## config.mk

```make
export PLATFORM = sky130hd
export DESIGN_NAME = fetch_unit
export DESIGN_NICKNAME = d
export VERILOG_FILES = /design/src/rtl/fetch_unit_pkg.sv /design/src/rtl/fetch_fifo.sv /design/src/rtl/fetch_unit.sv
export SDC_FILE = /design/constraint.sdc
export NUM_CORES = 1
export LEC_CHECK = 0
export BUFFER_PORTS_ARGS = -buffer_cell sky130_fd_sc_hd__buf_2
export CAP_MARGIN = 20
export CORE_UTILIZATION = 57
export DETAILED_ROUTE_END_ITERATION = 16
export PLACE_DENSITY = 0.79
export SLEW_MARGIN = 30
export SYNTH_ARGS = -nofsm -noshare
export SYNTH_HDL_FRONTEND = slang
export SYNTH_HIERARCHICAL = 1
export SYNTH_SLANG_ARGS = --single-unit
```

## constraint.sdc

```tcl
create_clock -name i_clk -period 2.2 [get_ports i_clk]
set_clock_uncertainty 0.05 [all_clocks]
set_input_delay 0.22 -clock i_clk [delete_from_list [all_inputs] [get_ports i_clk]]
set_output_delay 0.22 -clock i_clk [all_outputs]
set_load 0.01 [all_outputs]
```

## src/rtl/fetch_unit_pkg.sv

```systemverilog
// Shared widths and FSM encodings for the instruction fetch unit.
package fetch_unit_pkg;

  localparam int XLEN = 32;
  localparam int ILEN = 32;

  typedef enum logic [1:0] {
    S_REQ  = 2'd0,
    S_WAIT = 2'd1,
    S_DROP = 2'd2
  } fetch_state_e;

endpackage

```

## src/rtl/fetch_fifo.sv

```systemverilog
// Two-entry {pc, instr} FIFO between memory responses and decode.
module fetch_fifo
  import fetch_unit_pkg::*;
(
  input  logic            i_clk,
  input  logic            i_rst_n,
  input  logic            i_push,
  input  logic            i_pop,
  input  logic            i_flush,
  input  logic [XLEN-1:0] i_pc,
  input  logic [ILEN-1:0] i_instr,
  output logic [XLEN-1:0] o_pc,
  output logic [ILEN-1:0] o_instr,
  output logic [1:0]      o_count
);

  logic [XLEN-1:0] r_pc    [2];
  logic [ILEN-1:0] r_instr [2];
  logic            r_rd_ptr;
  logic            r_wr_ptr;
  logic [1:0]      r_count;

  always_ff @(posedge i_clk or negedge i_rst_n) begin
    if (!i_rst_n) begin
      r_rd_ptr <= 1'b0;
      r_wr_ptr <= 1'b0;
      r_count  <= 2'd0;
      for (int i = 0; i < 2; i++) begin
        r_pc[i]    <= '0;
        r_instr[i] <= '0;
      end
    end else if (i_flush) begin
      r_rd_ptr <= 1'b0;
      r_wr_ptr <= 1'b0;
      r_count  <= 2'd0;
    end else begin
      if (i_push) begin
        r_pc[r_wr_ptr]    <= i_pc;
        r_instr[r_wr_ptr] <= i_instr;
        r_wr_ptr          <= ~r_wr_ptr;
      end
      if (i_pop) begin
        r_rd_ptr <= ~r_rd_ptr;
      end
      case ({i_push, i_pop})
        2'b10:   r_count <= r_count + 2'd1;
        2'b01:   r_count <= r_count - 2'd1;
        default: r_count <= r_count;
      endcase
    end
  end

  assign o_pc    = r_pc[r_rd_ptr];
  assign o_instr = r_instr[r_rd_ptr];
  assign o_count = r_count;

endmodule

```

## src/rtl/fetch_unit.sv

```systemverilog
// Instruction fetch: one outstanding request, redirect flush, 2-deep buffer.
// state  | meaning
// S_REQ  | no request outstanding, may issue when buffer has room
// S_WAIT | one request outstanding, response is pushed
// S_DROP | one request outstanding, response is discarded (redirected)
module fetch_unit
  import fetch_unit_pkg::*;
#(
  parameter logic [XLEN-1:0] RESET_PC  = 32'h0000_0000,
  parameter int              BUF_DEPTH = 2
) (
  input  logic            i_clk,
  input  logic            i_rst_n,
  input  logic            i_PCSrc,
  input  logic [XLEN-1:0] i_branch_target,
  output logic            o_imem_req,
  output logic [XLEN-1:0] o_imem_addr,
  input  logic            i_imem_gnt,
  input  logic            i_imem_rvalid,
  input  logic [ILEN-1:0] i_imem_rdata,
  output logic            o_instr_valid,
  input  logic            i_instr_ready,
  output logic [ILEN-1:0] o_instr,
  output logic [XLEN-1:0] o_instr_pc
);

  localparam logic [1:0] LP_DEPTH = 2'(BUF_DEPTH);

  fetch_state_e    r_state;
  logic [XLEN-1:0] r_fpc;
  logic [XLEN-1:0] r_tag_pc;

  logic            w_req;
  logic            w_valid;
  logic            w_push;
  logic            w_pop;
  logic [1:0]      w_count;
  logic [XLEN-1:0] w_head_pc;
  logic [ILEN-1:0] w_head_instr;
  logic [XLEN-1:0] w_target;

  assign w_target = i_branch_target & ~32'h0000_0003;

  // Gated by reset so no request is presented while reset is held.
  assign w_req   = i_rst_n && (r_state == S_REQ) && (w_count < LP_DEPTH) && !i_PCSrc;
  assign w_valid = (w_count != 2'd0) && !i_PCSrc;
  assign w_push  = (r_state == S_WAIT) && i_imem_rvalid && !i_PCSrc;
  assign w_pop   = w_valid && i_instr_ready;

  always_ff @(posedge i_clk or negedge i_rst_n) begin
    if (!i_rst_n) begin
      r_state  <= S_REQ;
      r_fpc    <= RESET_PC;
      r_tag_pc <= '0;
    end else if (i_PCSrc) begin
      r_fpc   <= w_target;
      r_state <= ((r_state != S_REQ) && !i_imem_rvalid) ? S_DROP : S_REQ;
    end else begin
      case (r_state)
        S_REQ: begin
          if (w_req && i_imem_gnt) begin
            r_tag_pc <= r_fpc;
            r_fpc    <= r_fpc + 32'd4;
            r_state  <= S_WAIT;
          end
        end
        S_WAIT, S_DROP: begin
          if (i_imem_rvalid) begin
            r_state <= S_REQ;
          end
        end
        default: r_state <= S_REQ;
      endcase
    end
  end

  fetch_fifo u_fifo (
    .i_clk   (i_clk),
    .i_rst_n (i_rst_n),
    .i_push  (w_push),
    .i_pop   (w_pop),
    .i_flush (i_PCSrc),
    .i_pc    (r_tag_pc),
    .i_instr (i_imem_rdata),
    .o_pc    (w_head_pc),
    .o_instr (w_head_instr),
    .o_count (w_count)
  );

  assign o_imem_req    = w_req;
  assign o_imem_addr   = r_fpc;
  assign o_instr_valid = w_valid;
  assign o_instr       = w_valid ? w_head_instr : '0;
  assign o_instr_pc    = w_valid ? w_head_pc : '0;

endmodule

```

==> metrics.md, run 1 <==
| Metric | Value |
|---|---|
| Status | `completed` |
| Cell count after synthesis | `787` |
| GPL Wtd Cong | `around 0.93` |
| FFs w/ async S/R, synth | `1.00` |
| Area share of xor/xnor cells in the synthesized design | `0.00639` |
| Clock slew at the register clock pins of the worst setup and hold paths | `60 ps` |
| Initial antenna violation count | `0` |
| Die boundary height | `between 100 and 150 um` |
| Worst Max-Slew Pin Slew | `between 800 and 900 ps` |
| Post-synthesis to final-layout area growth | `23.2%` |
| Most frequently used cell type in the post-synthesis netlist | `dfrtp_1` |
| CP max stage cell | `mux2_2` |
| Achievable Freq | `about 0.48 GHz` |
| Worst endpoint required time | `approximately 2500 ps` |
| Clock buffer count from CTS | `17` |
| Final setup violating endpoints | `0` |
| Dominant combinational cell family by area after synthesis | `multiplexers` |
| Count of max-cap constraint violations | `0` |
| Synth top area share | `0.506` |
| Delay of the slowest critical-path stage | `between 300 and 400 ps` |
| Cell-by-cell listing of the critical path | `inv_1 > ha_1 > and3_1 > nor3b_4 > buf_12 > mux2_2` |
| Die Wd | `~130 um` |
| Maximum buffer depth of the clock tree | `2` |
| Nets | `1080` |
| Critical path class | `reg -> reg` |
| Startpoint type of the worst setup path | `register` |
| Fraction of the cycle the final worst path needs | `0.957` |
| Proportion of synthesized area in mux cells | `0.251` |
| Number of endpoints with negative hold slack in the final report | `0` |
| Clock tree from TritonCTS | `done` |
| Endpoint arrival time on the critical path | `2370 ps` |
| Port Buf Inserts | `163` |
| Cell at the root of the clock tree | `clkbuf_16` |
| Routed WL per cell | `around 17 um` |
| Number of warnings printed during yosys synthesis | `6` |
| Yosys cell types | `60` |
| Top cell type by total area after synthesis | `dfrtp_1` |
| Fraction of the yosys area taken by sequential cells | `0.506` |
| Clk_lat worst skew | `about 430 ps` |
| Vias after detailed routing | `about 6.8k` |
| Seq cells post-synth | `between 150 and 200` |
| Number of iterations in the first detailed-routing pass | `5` |
| Via count normalized by instance count | `~5.5` |
| Area share of fa/ha/maj cells after synthesis | `0.00391` |
| Diode insertion count for antenna repair | `0` |
| Total routed wirelength | `21.4 mm` |
| Synth Area in Simple Gates | `0.145` |
| Min cycle time layout | `about 2100 ps` |
| Dominant synthesized flop cell | `dfrtp_1` |
| Via count of the first global-routing pass | `approximately 6.9k` |
| Effective utilization at floorplan | `0.581` |
| Area of the die | `0.0174 mm^2` |
| Post-Place Setup Slack | `-12.6 ps` |
| P per Cell Area | `around 750 mW/mm^2` |
| CP max FO | `35` |
| IR Drop Worst-Case VDD | `approximately 0.00064 V` |
| Area of the core | `around 0.017 mm^2` |
| Buffers & Inverters on Critical Path | `2` |
| Overall track demand over capacity in global routing | `0.261` |
| Slew Viols, Final | `0` |
| Avg Cell Area, Syn | `12.2 um^2` |
| Number of H-tree levels | `4` |
| Kind of capture point of the worst setup path | `register` |
| Sinks on the clock net | `around 190` |
| Maximum number of pins on one net before global-route repair | `roughly 130` |
| Ports placed on the boundary | `~170` |
| Share of post-route cells with drive strength above 1 | `0.430` |
| Row cnt | `between 40 and 50` |
| Area contributors post-synth | `dfrtp_1 (51%), mux2_2 (16%), mux2_4 (9.4%), and2_1 (4.4%), nand2_1 (4.4%)` |
| Leakage | `between 0.005 and 0.006 uW` |
| Tightest slew margin relative to the limit | `0.441` |
| Final-layout fill cell count | `~1.2k` |
| Share of the synthesized area in compound gates (AO/OA/AOI/OAI) | `0.0461` |
| Kind of cell adding the most delay to the critical path | `simple AND/OR/NAND/NOR gates` |
| Global-route wire length before repair | `35.8 mm` |
| Post-synth design cell area | `just under 0.01 mm^2` |
| Min setup slack post-route | `between 90 and 100 ps` |
| Multi-input gate area in the final layout | `between 0.004 and 0.005 mm^2` |
| 1st-iter DRT viols | `slightly above 400` |
| Antenna-violating nets left | `0` |
| Top cells by count, synth | `dfrtp_1 (194), mux2_2 (133), nand2_1 (112)` |
| Post-layout util | `0.716` |
| Post-DP HPWL | `13.7 mm` |
| Post-synth EDFFs | `0` |
| Min-Delay Path Class | `in -> reg` |
| Sequential cell area in the final layout | `approximately 0.0049 mm^2` |
| Residual DRC count | `0` |
| Total congestion overflow after global routing | `0` |
[sequential cells by signal, indices dropped and copies added, names as in the netlist]
name	flops
u_fifo/r_wr_ptr	1
r_tag_pc	30
u_fifo/r_pc	64
u_fifo/r_rd_ptr	1
u_fifo/r_instr	64
r_state	2
o_imem_addr	30
u_fifo/o_count	2
[cell families after synthesis]
group | Yosys count
AO/OA/AOI/OAI | 61
XOR/XNOR | 7
adder cells (fa/ha/maj) | 3
buffers and inverters | 59
flip-flops | 194
multiplexers | 194
other | 1
AND/OR/NAND/NOR | 268
[routing by layer]
layer	routed length [um]	up-vias	track usage	part of all wire
li1	-	3193	-	-
met1	9770	3373	0.369	0.46
met2	10100	239	0.411	0.47
met3	1260	26	0.0565	0.059
met4	290	0	0.0665	0.014
met5	0	-	0	0
[cell usage in the layout (no fill, tap or decap), types with 3 or more instances in the layout]
cell type      netlist  routed
o221a_2              4       4
dlygate4sd3_1        0      50
o21ai_0             13      13
nand3_1             16      16
nand4_1             10      10
o311ai_0             6       5
o211ai_1             6       6
nand3_2              3       3
clkbuf_16            0      17
mux2_2             133     133
and2_1              68      68
dfrtp_1            194     193
and3_1               6       6
buf_12               6       9
nor4_1               3       3
conb_1               1       6
buf_4                3      21
xnor2_1              5       5
a221o_1              3       3
a31oi_1              3       3
nand2_1            112     111
a31o_2               3       3
clkinvlp_4           0       4
nor2_1              23      21
buf_2               12     162
clkbuf_8             0       3
ha_1                 3       3
nor3_1               9       9
inv_1               12      12
mux2_4              60      60
a21oi_1              9       9
[worst reg2reg max path: stages (launching register included)]
cell and delay (ps):
dfrtp_1 360, inv_1 90, ha_1 140, and3_1 310, nor3b_4 350, buf_12 310
mux2_2 380
[cell type report]
class,count,share of cell area
Inverter,12,0.00381
Timing Repair Buffer,243,0.141
Clock buffer,20,0.0386
Clock inverter,12,0.0104
Tap cell,220,0.0233
Sequential cell,194,0.411
Multi-Input combinational cell,539,0.373
[final timing paths]
kind                                  start            endpoint  slack, ps  cells after the start
setup / recovery                 r_state[1]     u_fifo/r_pc[37]         90                      6
hold / removal             i_imem_rdata[11]  u_fifo/r_instr[11]         20                      2
setup reg to reg                 r_state[1]     u_fifo/r_pc[37]         90                      6
hold reg to reg             u_fifo/r_pc[38]     u_fifo/r_pc[38]        450                      1
max in group asynchronous           i_rst_n     u_fifo/r_rd_ptr        920                      3
min in group asynchronous           i_rst_n  u_fifo/r_instr[11]        450                      3
[per-stage QoR]
step | power (uW) | hold WS (ps) | instances | setup TNS (ps) | cell area (um^2)
6_report | 8870 | 23.7 | 1240 | 0 | 11800
5_1_grt | 9300 | 0.371 | 1240 | -6.43 | 11800
4_1_cts | 8920 | 2.71 | 1240 | -39.5 | 11800
3_5_place_dp | 5830 | 376 | 1158 | -21.6 | 10700
3_3_place_gp | 5770 | 371 | 1158 | 0 | 10700
2_1_floorplan | 5320 | -126 | 792 | 0 | 9620
[what timing repair did]
action / 4_1_cts / 5_1_grt
resized for setup: 0 / 5
setup endpoints to repair: 2 / 35
endpoints found under the hold margin: 207 / 0
buffers inserted: 0 / 0
hold buffers: 50 / 0
[report_power, final]
part	total (uW)	internal [uW]	switching [uW]
clock	3010	1640	1370
sequential	4400	4030	369
combinational	1460	867	590
Note: power is estimated with default switching activity, not from simulation.
==> inputs of run 2 (changes only) <==
--- a/config.mk
+++ b/config.mk
@@ -5,6 +5,7 @@
 export SDC_FILE = /design/constraint.sdc
 export NUM_CORES = 1
 export LEC_CHECK = 0
+export ABC_AREA = 1
 export BUFFER_PORTS_ARGS = -buffer_cell sky130_fd_sc_hd__buf_2
 export CAP_MARGIN = 20
 export CORE_UTILIZATION = 57
==> run 2 against run 1 <==
  * Wire length grew 4.0%
  * Combinational power grew 75%
  * Sequential power grew 11%
  * Global-route usage grew 0.24 points
  * Setup slack gained 64 ps
  * Highest routed layer unchanged
  * Flip-flop and latch count is the same
  * Cell area shrank 1.0%
  * Largest cell class unchanged
  * Cell count grew 27%
  * Die area grew 2.5%
  * Critical path depth shrank 1
  * Power grew 21%
==> metrics.md, run 2 <==
| Metric | Value |
|---|---|
| Cell at the root of the clock tree | `clkbuf_16` |
| Overall track demand over capacity in global routing | `0.263 (+0.00240)` |
| Clk_lat worst skew | `430 ps (about the same)` |
| Dominant combinational cell family by area after synthesis | `simple AND/OR/NAND/NOR gates` |
| Count of max-cap constraint violations | `0 (unchanged)` |
| Slack of the worst reg-to-reg path | `250 ps (+160 ps)` |
| Ports placed on the boundary | `168 (unchanged)` |
| Number of iterations in the first detailed-routing pass | `5 (unchanged)` |
| Port Buf Inserts | `163 (unchanged)` |
| Maximum buffer depth of the clock tree | `2 (unchanged)` |
| Area share of fa/ha/maj cells after synthesis | `0.00381 (-0.0000950)` |
| CP max FO | `21 (-40%)` |
| Maximum number of pins on one net before global-route repair | `135 (+5.5%)` |
| Routed WL per cell | `14.2 um (-18%)` |
| Post-synthesis to final-layout area growth | `18.9%` |
| Number of endpoints with negative hold slack in the final report | `0 (unchanged)` |
| Share of post-route cells with drive strength above 1 | `0.251 (-0.180)` |
| Critical path class | `reg -> out` |
| Cell count after synthesis | `1165 (+48%)` |
| Status | `completed` |
| Multi-input gate area in the final layout | `0.00393 mm^2 (-11%)` |
| Clock slew at the register clock pins of the worst setup and hold paths | `60 ps (about the same)` |
| Min cycle time layout | `2040 ps (-64.1 ps)` |
| Effective utilization at floorplan | `0.589 (+0.00817)` |
| FFs w/ async S/R, synth | `1.00 (unchanged)` |
| Synth top area share | `0.493 (-0.0123)` |
| Die boundary height | `133 um (+1.2%)` |
| Slew Viols, Final | `0 (unchanged)` |
| Sinks on the clock net | `194 (unchanged)` |
| Via count normalized by instance count | `5.14 (-6.7%)` |
| Area share of xor/xnor cells in the synthesized design | `0.00623 (-0.000155)` |
| Tightest slew margin relative to the limit | `0.465 (+0.0239)` |
| Worst endpoint required time | `1930 ps (-530 ps)` |
| Endpoint arrival time on the critical path | `1770 ps (-600 ps)` |
| Global-route wire length before repair | `37.3 mm (+4.0%)` |
| Fraction of the cycle the final worst path needs | `0.928 (-0.0292)` |
| Hold Path Depth | `3 (+1)` |
| R2R depth | `9 (+3)` |
| Hold Worst Slack | `9.95 ps (-13.8 ps)` |
| Post-synth EDFFs | `0 (unchanged)` |
| Final instance area | `0.0117 mm^2 (-1.0%)` |
| Startpoint type of the worst setup path | `register` |
| CP max stage cell | `dfrtp_2` |
| Share of the synthesized area in compound gates (AO/OA/AOI/OAI) | `0.116 (+0.0697)` |
| Registers with the highest flip-flop counts | `u_fifo/r_instr (64), u_fifo/r_pc (64)` |
| Setup repair after global routing missed its margin | `no` |
| Delay of the slowest critical-path stage | `380 ps (about the same)` |
| P per Cell Area | `915 mW/mm^2 (+22%)` |
| Dominant synthesized flop cell | `dfrtp_1` |
| Post-synth design cell area | `0.00984 mm^2 (+2.5%)` |
| Initial antenna violation count | `0 (unchanged)` |
| Post-DP HPWL | `14.4 mm (+4.8%)` |
| Area of the core | `0.0167 mm^2 (+1.1%)` |
| Sum Neg Setup Slack | `0 ps (unchanged)` |
| Sequential cell area in the final layout | `0.00486 mm^2 (unchanged)` |
| Area of the die | `0.0178 mm^2 (+2.5%)` |
| Residual DRC count | `0 (unchanged)` |
| Min-Delay Path Class | `in -> reg` |
| Proportion of synthesized area in mux cells | `0.0732 (-0.178)` |
| GPL Wtd Cong | `0.933 (-0.16%)` |
| Clock tree from TritonCTS | `done` |
| Seq cells post-synth | `194 (unchanged)` |
| Fraction of the yosys area taken by sequential cells | `0.493 (-0.0123)` |
| Row cnt | `47 (unchanged)` |
| Final-layout fill cell count | `1314 (+14%)` |
| Achievable Freq | `0.490 GHz (+3.1%)` |
| Most common cell after layout, fill and taps aside | `nand2_1` |
| Cell area after placement | `0.0108 mm^2 (+0.32%)` |
| Top library cells by usage in the layout, fill and taps aside | `nand2_1 (278), dfrtp_1 (193), inv_1 (177), buf_2 (162), nor2_1 (112)` |
| Post-layout util | `0.701 (-0.0148)` |
| Final setup violating endpoints | `0 (unchanged)` |
| Synth Area in Simple Gates | `0.196 (+0.0506)` |
| Cell-by-cell listing of the critical path | `buf_4 > mux2_2 > inv_1 > nor2_1 > buf_2` |
| Vias after detailed routing | `8086 (+18%)` |
| Yosys cell types | `32 (-47%)` |
| Number of H-tree levels | `4 (unchanged)` |
| Via count of the first global-routing pass | `7806 (+13%)` |
| Die Wd | `133 um (+1.2%)` |
| Clock buffer count from CTS | `17 (unchanged)` |
| IR Drop Worst-Case VDD | `0.000693 V (+8.8%)` |
| Antenna-violating nets left | `0 (unchanged)` |
| Area contributors post-synth | `dfrtp_1 (49%), nand2_1 (11%), mux2_2 (7.3%), inv_1 (6.8%), nor2_1 (4.3%)` |
| Total congestion overflow after global routing | `0 (unchanged)` |
| Kind of capture point of the worst setup path | `output pin` |
| Top cells by count, synth | `nand2_1 (278), dfrtp_1 (194), inv_1 (177)` |
| Leakage | `0.00597 uW (-0.25%)` |
| Top cell type by total area after synthesis | `dfrtp_1` |
| Avg Cell Area, Syn | `8.45 um^2 (-31%)` |
| 1st-iter DRT viols | `601 (+49%)` |
| Number of warnings printed during yosys synthesis | `6 (unchanged)` |
| Most frequently used cell type in the post-synthesis netlist | `nand2_1` |
| Total routed wirelength | `22.3 mm (+4.0%)` |
| Nets | `1412 (+31%)` |
| Worst Max-Slew Pin Slew | `803 ps (-35.8 ps)` |
run 2: cell count changes after synthesis, sizes merged, moves of 6 or more:
cell | previous run | this run
and3 | 6 | 0
nor2 | 24 | 119
and2 | 68 | 0
buf | 31 | 51
mux2 | 193 | 64
o21ai | 13 | 162
nand3 | 20 | 43
nand2 | 112 | 281
clkbuf | 16 | 8
o311ai | 7 | 0
inv | 12 | 181
run 2: kinds of logic (layout without fill, tap and decap cells):
family	Yosys count	in the layout
other	1	5
adders and majority gates	3	3
xor gates and xnor gates	7	7
and+or+nand+nor	468	468
DFF	194	194
buffers and inverters	240	423
muxes	64	64
AOI/OAI and AO/OA	188	189
run 2: critical path, delay by kind of cell (launching register included):
family | cells | cell delay [ps]
buffers and inverters | 3 | 520
DFF | 1 | 380
muxes | 1 | 380
and+or+nand+nor | 1 | 50
run 2: metrics by stage:
step | cells | power (uW) | setup slack (ps)
2_1_floorplan | 1168 | 6610 | 597
3_3_place_gp | 1508 | 7290 | 330
3_5_place_dp | 1508 | 7400 | 301
4_1_cts | 1572 | 10800 | 147
5_1_grt | 1572 | 11300 | 57.3
6_report | 1573 | 10700 | 159
run 2: layout make-up:
cell class / instances / area share
multi-input combinational: 735 / 0.336
tap: 220 / 0.0235
timing repair buffer: 210 / 0.113
clock inverter: 9 / 0.0129
antenna: 1 / 0.000214
sequential: 194 / 0.415
clock buffer: 23 / 0.0408
inverter: 181 / 0.0581
run 2: per-layer routing:
metal,GRT usage,vias up,part of all wire
li1,-,4026,-
met1,0.350,3737,0.45
met2,0.428,280,0.47
met3,0.0472,43,0.054
met4,0.107,0,0.023
met5,0,-,0
run 2: worst paths after layout:
| path | start | end |
|---|---|---|
| setup / recovery | u_fifo/r_rd_ptr | o_instr_pc[23] |
| max in group asynchronous | i_rst_n | u_fifo/r_instr[58] |
| hold reg to reg | u_fifo/r_instr[12] | u_fifo/r_instr[12] |
| min in group asynchronous | i_rst_n | u_fifo/r_wr_ptr |
| hold / removal | i_imem_rdata[1] | u_fifo/r_instr[33] |
| setup reg to reg | r_state[0] | o_imem_addr[21] |
run 2: repair_timing:
| action | 4_1_cts | 5_1_grt |
|---|---|---|
| endpoints found under the hold margin | 224 | 0 |
| endpoints found under the setup margin | 47 | 0 |
| setup buffers | 1 | 0 |
| hold buffers | 30 | 0 |
| resized for setup | 0 | 0 |
run 2: where the power goes:
group / total (uW) / switching (uW) / internal (uW)
clock network: 3280 / 1290 / 1990
registers: 4870 / 509 / 4360
logic: 2560 / 1410 / 1150
total: 10700 / 3210 / 7500
==> inputs of run 3 (changes only) <==
--- a/config.mk
+++ b/config.mk
@@ -8,11 +8,10 @@
 export ABC_AREA = 1
 export BUFFER_PORTS_ARGS = -buffer_cell sky130_fd_sc_hd__buf_2
 export CAP_MARGIN = 20
-export CORE_UTILIZATION = 57
+export CORE_UTILIZATION = 56
 export DETAILED_ROUTE_END_ITERATION = 16
-export PLACE_DENSITY = 0.79
+export PLACE_DENSITY = 0.78
 export SLEW_MARGIN = 30
 export SYNTH_ARGS = -nofsm -noshare
 export SYNTH_HDL_FRONTEND = slang
-export SYNTH_HIERARCHICAL = 1
 export SYNTH_SLANG_ARGS = --single-unit
==> run 3 against run 2 <==
  * Area after synthesis decreased by 5.1%
  * Combinational power increased by 26%
  * Cell area shrank 5.6%
  * Largest cell class unchanged
  * Global-route usage shrank 1.1 points
==> metrics.md, run 3 <==
| Metric | Value |
|---|---|
| Status | `completed` |
| Worst r2r src | `r_state[0]` |
| Post-layout util | `0.688 (-0.0130)` |
| Top cells by count, synth | `nand2_1 (306), dfrtp_1 (190), inv_1 (167)` |
| Setup repair after global routing missed its margin | `no` |
| CP max stage cell | `dfrtp_2` |
| Avg Cell Area, Syn | `8.31 um^2 (-1.5%)` |
| Sum Neg Setup Slack | `0 ps (unchanged)` |
| Vias after detailed routing | `7708 (-4.7%)` |
| Most frequently used cell type in the post-synthesis netlist | `nand2_1` |
| Count of max-cap constraint violations | `0 (unchanged)` |
| R2R depth | `10 (+1)` |
| Number of iterations in the first detailed-routing pass | `5 (unchanged)` |
| Area of the die | `0.0172 mm^2 (-3.4%)` |
| Routed WL per cell | `13.9 um (-2.3%)` |
| Pwr Total | `11400 uW (+6.8%)` |
| Clock tree from TritonCTS | `done` |
| Min-Delay Path Class | `in -> reg` |
| Initial antenna violation count | `0 (unchanged)` |
| Final instance area | `0.0110 mm^2 (-5.6%)` |
| Global-route wire length before repair | `35.4 mm (-4.9%)` |
| Largest register by flop count | `u_fifo.r_instr` |
| Registers with the highest flip-flop counts | `u_fifo.r_instr (64), u_fifo.r_pc (60)` |
| Number of endpoints with negative hold slack in the final report | `0 (unchanged)` |
| Kind of capture point of the worst setup path | `output pin` |
| Min cycle time layout | `2000 ps (-37.9 ps)` |
| Diode insertion count for antenna repair | `0 (-1)` |
| Via count of the first global-routing pass | `7320 (-6.2%)` |
| Largest register FFs | `64` |
| Die Wd | `131 um (-1.7%)` |
| Clock buffer count from CTS | `17 (unchanged)` |
| Fraction of the cycle the final worst path needs | `0.911 (-0.0172)` |
| Critical path capture point | `o_instr_pc[19]` |
| Port Buf Inserts | `161 (-1.2%)` |
| Effective utilization at floorplan | `0.582 (-0.00765)` |
| Clk_lat worst skew | `420 ps (about the same)` |
| Area of the core | `0.0161 mm^2 (-3.9%)` |
| Top library cells by usage in the layout, fill and taps aside | `nand2_1 (306), dfrtp_1 (189), inv_1 (167), o21ai_0 (162), buf_2 (160)` |
| Clock slew at the register clock pins of the worst setup and hold paths | `70 ps (about the same)` |
| Achievable Freq | `0.499 GHz (+1.9%)` |
| Worst endpoint required time | `1930 ps (about the same)` |
| Delay of the slowest critical-path stage | `390 ps (about the same)` |
| Setup bufs post-CTS | `0 (-1)` |
| IR Drop Worst-Case VDD | `0.000747 V (+7.8%)` |
| Startpoint type of the worst setup path | `register` |
| Top cell type by total area after synthesis | `dfrtp_1` |
| Antenna-violating nets left | `0 (unchanged)` |
| Synth top area share | `0.509 (+0.0158)` |
| Count of cells resized by post-cts repair | `0 (unchanged)` |
| Share of post-route cells with drive strength above 1 | `0.227 (-0.0242)` |
| Ports placed on the boundary | `168 (unchanged)` |
| Placed Instances | `1458 (-3.3%)` |
| Slack of the worst reg-to-reg path | `230 ps (-20 ps)` |
| Leakage | `0.00605 uW (+1.4%)` |
| Via count normalized by instance count | `5.12 (-0.37%)` |
| Tightest slew margin relative to the limit | `0.463 (-0.00223)` |
| Nets | `1349 (-4.5%)` |
| Cell count after synthesis | `1123 (-3.6%)` |
| Area contributors post-synth | `dfrtp_1 (51%), nand2_1 (12%), o21ai_0 (8.7%), mux2_2 (7.5%), inv_1 (6.7%)` |
| Final setup violating endpoints | `0 (unchanged)` |
| Maximum buffer depth of the clock tree | `2 (unchanged)` |
| Number of warnings printed during yosys synthesis | `0 (-6)` |
| Total congestion overflow after global routing | `0 (unchanged)` |
| Cell-by-cell listing of the critical path | `buf_12 > mux2_2 > nand2_1 > inv_1 > buf_2` |
| Post-synth design cell area | `0.00934 mm^2 (-5.1%)` |
| Post-DP HPWL | `14.0 mm (-2.8%)` |
| Overall track demand over capacity in global routing | `0.252 (-0.0108)` |
| Endpoint arrival time on the critical path | `1730 ps (-40 ps)` |
| 1st-iter DRT viols | `516 (-14%)` |
| Row cnt | `46 (-2.1%)` |
| Most common cell after layout, fill and taps aside | `nand2_1` |
| Maximum number of pins on one net before global-route repair | `113 (-16%)` |
| Number of standard cells in the layout, taps in and fillers out | `1505 (-4.3%)` |
| Slew Viols, Final | `0 (unchanged)` |
| Total routed wirelength | `20.9 mm (-6.5%)` |
| Fraction of the yosys area taken by sequential cells | `0.509 (+0.0158)` |
| Seq cells post-synth | `190 (-2.1%)` |
| GPL Wtd Cong | `0.948 (+1.6%)` |
| Post-synthesis to final-layout area growth | `18.3%` |
| Residual DRC count | `0 (unchanged)` |
| Worst Max-Slew Pin Slew | `806 ps (+3.34 ps)` |
| FFs w/ async S/R, synth | `1.00 (unchanged)` |
| Yosys cell types | `33 (+3.1%)` |
| Critical path class | `reg -> out` |
| Source of the critical timing path | `u_fifo.r_rd_ptr` |
| Die boundary height | `131 um (-1.7%)` |
| P per Cell Area | `1040 mW/mm^2 (+13%)` |
| Cell at the root of the clock tree | `clkbuf_16` |
| Number of H-tree levels | `4 (unchanged)` |
| Dominant synthesized flop cell | `dfrtp_1` |
| Post-synth EDFFs | `0 (unchanged)` |
| Reg2Reg Capture Point | `o_imem_addr[23]` |
| Sinks on the clock net | `190 (-2.1%)` |
| Cell area after placement | `0.0103 mm^2 (-4.3%)` |
| CP max FO | `48 (+130%)` |
## run 3: changes by cell type after synthesis, sizes merged, moves of 7 or more
cell / before / now
clkbuf: 8 / 18
inv: 181 / 171
buf: 51 / 44
nor2: 119 / 52
nand2: 281 / 309
o21bai: 0 / 7
## run 3: cell type report
class,count,area [um^2]
clock buffer,18,439
clock inverter,14,156
fill,1339,5010
inverter,172,647
multi-input combinational,702,3640
sequential,190,4760
tap,216,270
timing repair buffer,193,1130
## run 3: worst min path at each step
stage / startpoint / to / slack (ps) / cells after the start
floorplan: i_rst_n / o_imem_addr[10] / -130 / 0
global route: i_imem_rdata[2] / u_fifo.r_instr[2] / 10 / 3
detailed placement: i_rst_n / r_tag_pc[13] / 330 / 2
finish: i_imem_rdata[27] / u_fifo.r_instr[59] / 20 / 3
CTS: i_imem_rdata[3] / u_fifo.r_instr[35] / 3 / 3
global placement: i_rst_n / u_fifo.r_instr[16] / 340 / 2
## run 3: power by group
part | switching [uW] | total (uW) | leakage [uW] | internal, uW
Sequential | 615 | 5140 | 0.00246 | 4530
Combinational | 1790 | 3230 | 0.00331 | 1440
Clock | 1340 | 3070 | 0.000286 | 1730
## run 3: metrics by stage
stage / worst slack (ps) / hold WS [ps]
floorplan: 577 / -126
global placement: 334 / 337
detailed placement: 281 / 333
CTS: 178 / 3.00
global route: 52.6 / 11.0
finish: 197 / 19.4
## run 3: repair_timing
item	CTS	global route
endpoints found under the hold margin	126	0
setup endpoints to repair	0	0
hold buffers	15	0
## run 3: metal layers
layer | share of wire | global-route usage | up-vias
met5 | 0 | 0 | -
met4 | 0.018 | 0.0824 | 0
met3 | 0.052 | 0.0417 | 32
met2 | 0.46 | 0.388 | 226
met1 | 0.47 | 0.365 | 3611
li1 | - | - | 3839
## run 3: cells by family (layout without fill, tap and decap cells)
group,count (synthesis),in the layout,synth area share
mux,62,62,0.0748
xor+xnor,9,9,0.00844
compound gates,197,197,0.110
flops,190,190,0.509
simple gates,427,427,0.189
other cells,1,4,0.000402
buf+inv,234,397,0.104
fa+ha+maj,3,3,0.00402
## run 3: critical path, delay by kind of cell (launching register included)
kind / cells / cell delay (ps)
mux: 1 / 380
simple gates: 1 / 80
flops: 1 / 390
buf+inv: 3 / 460
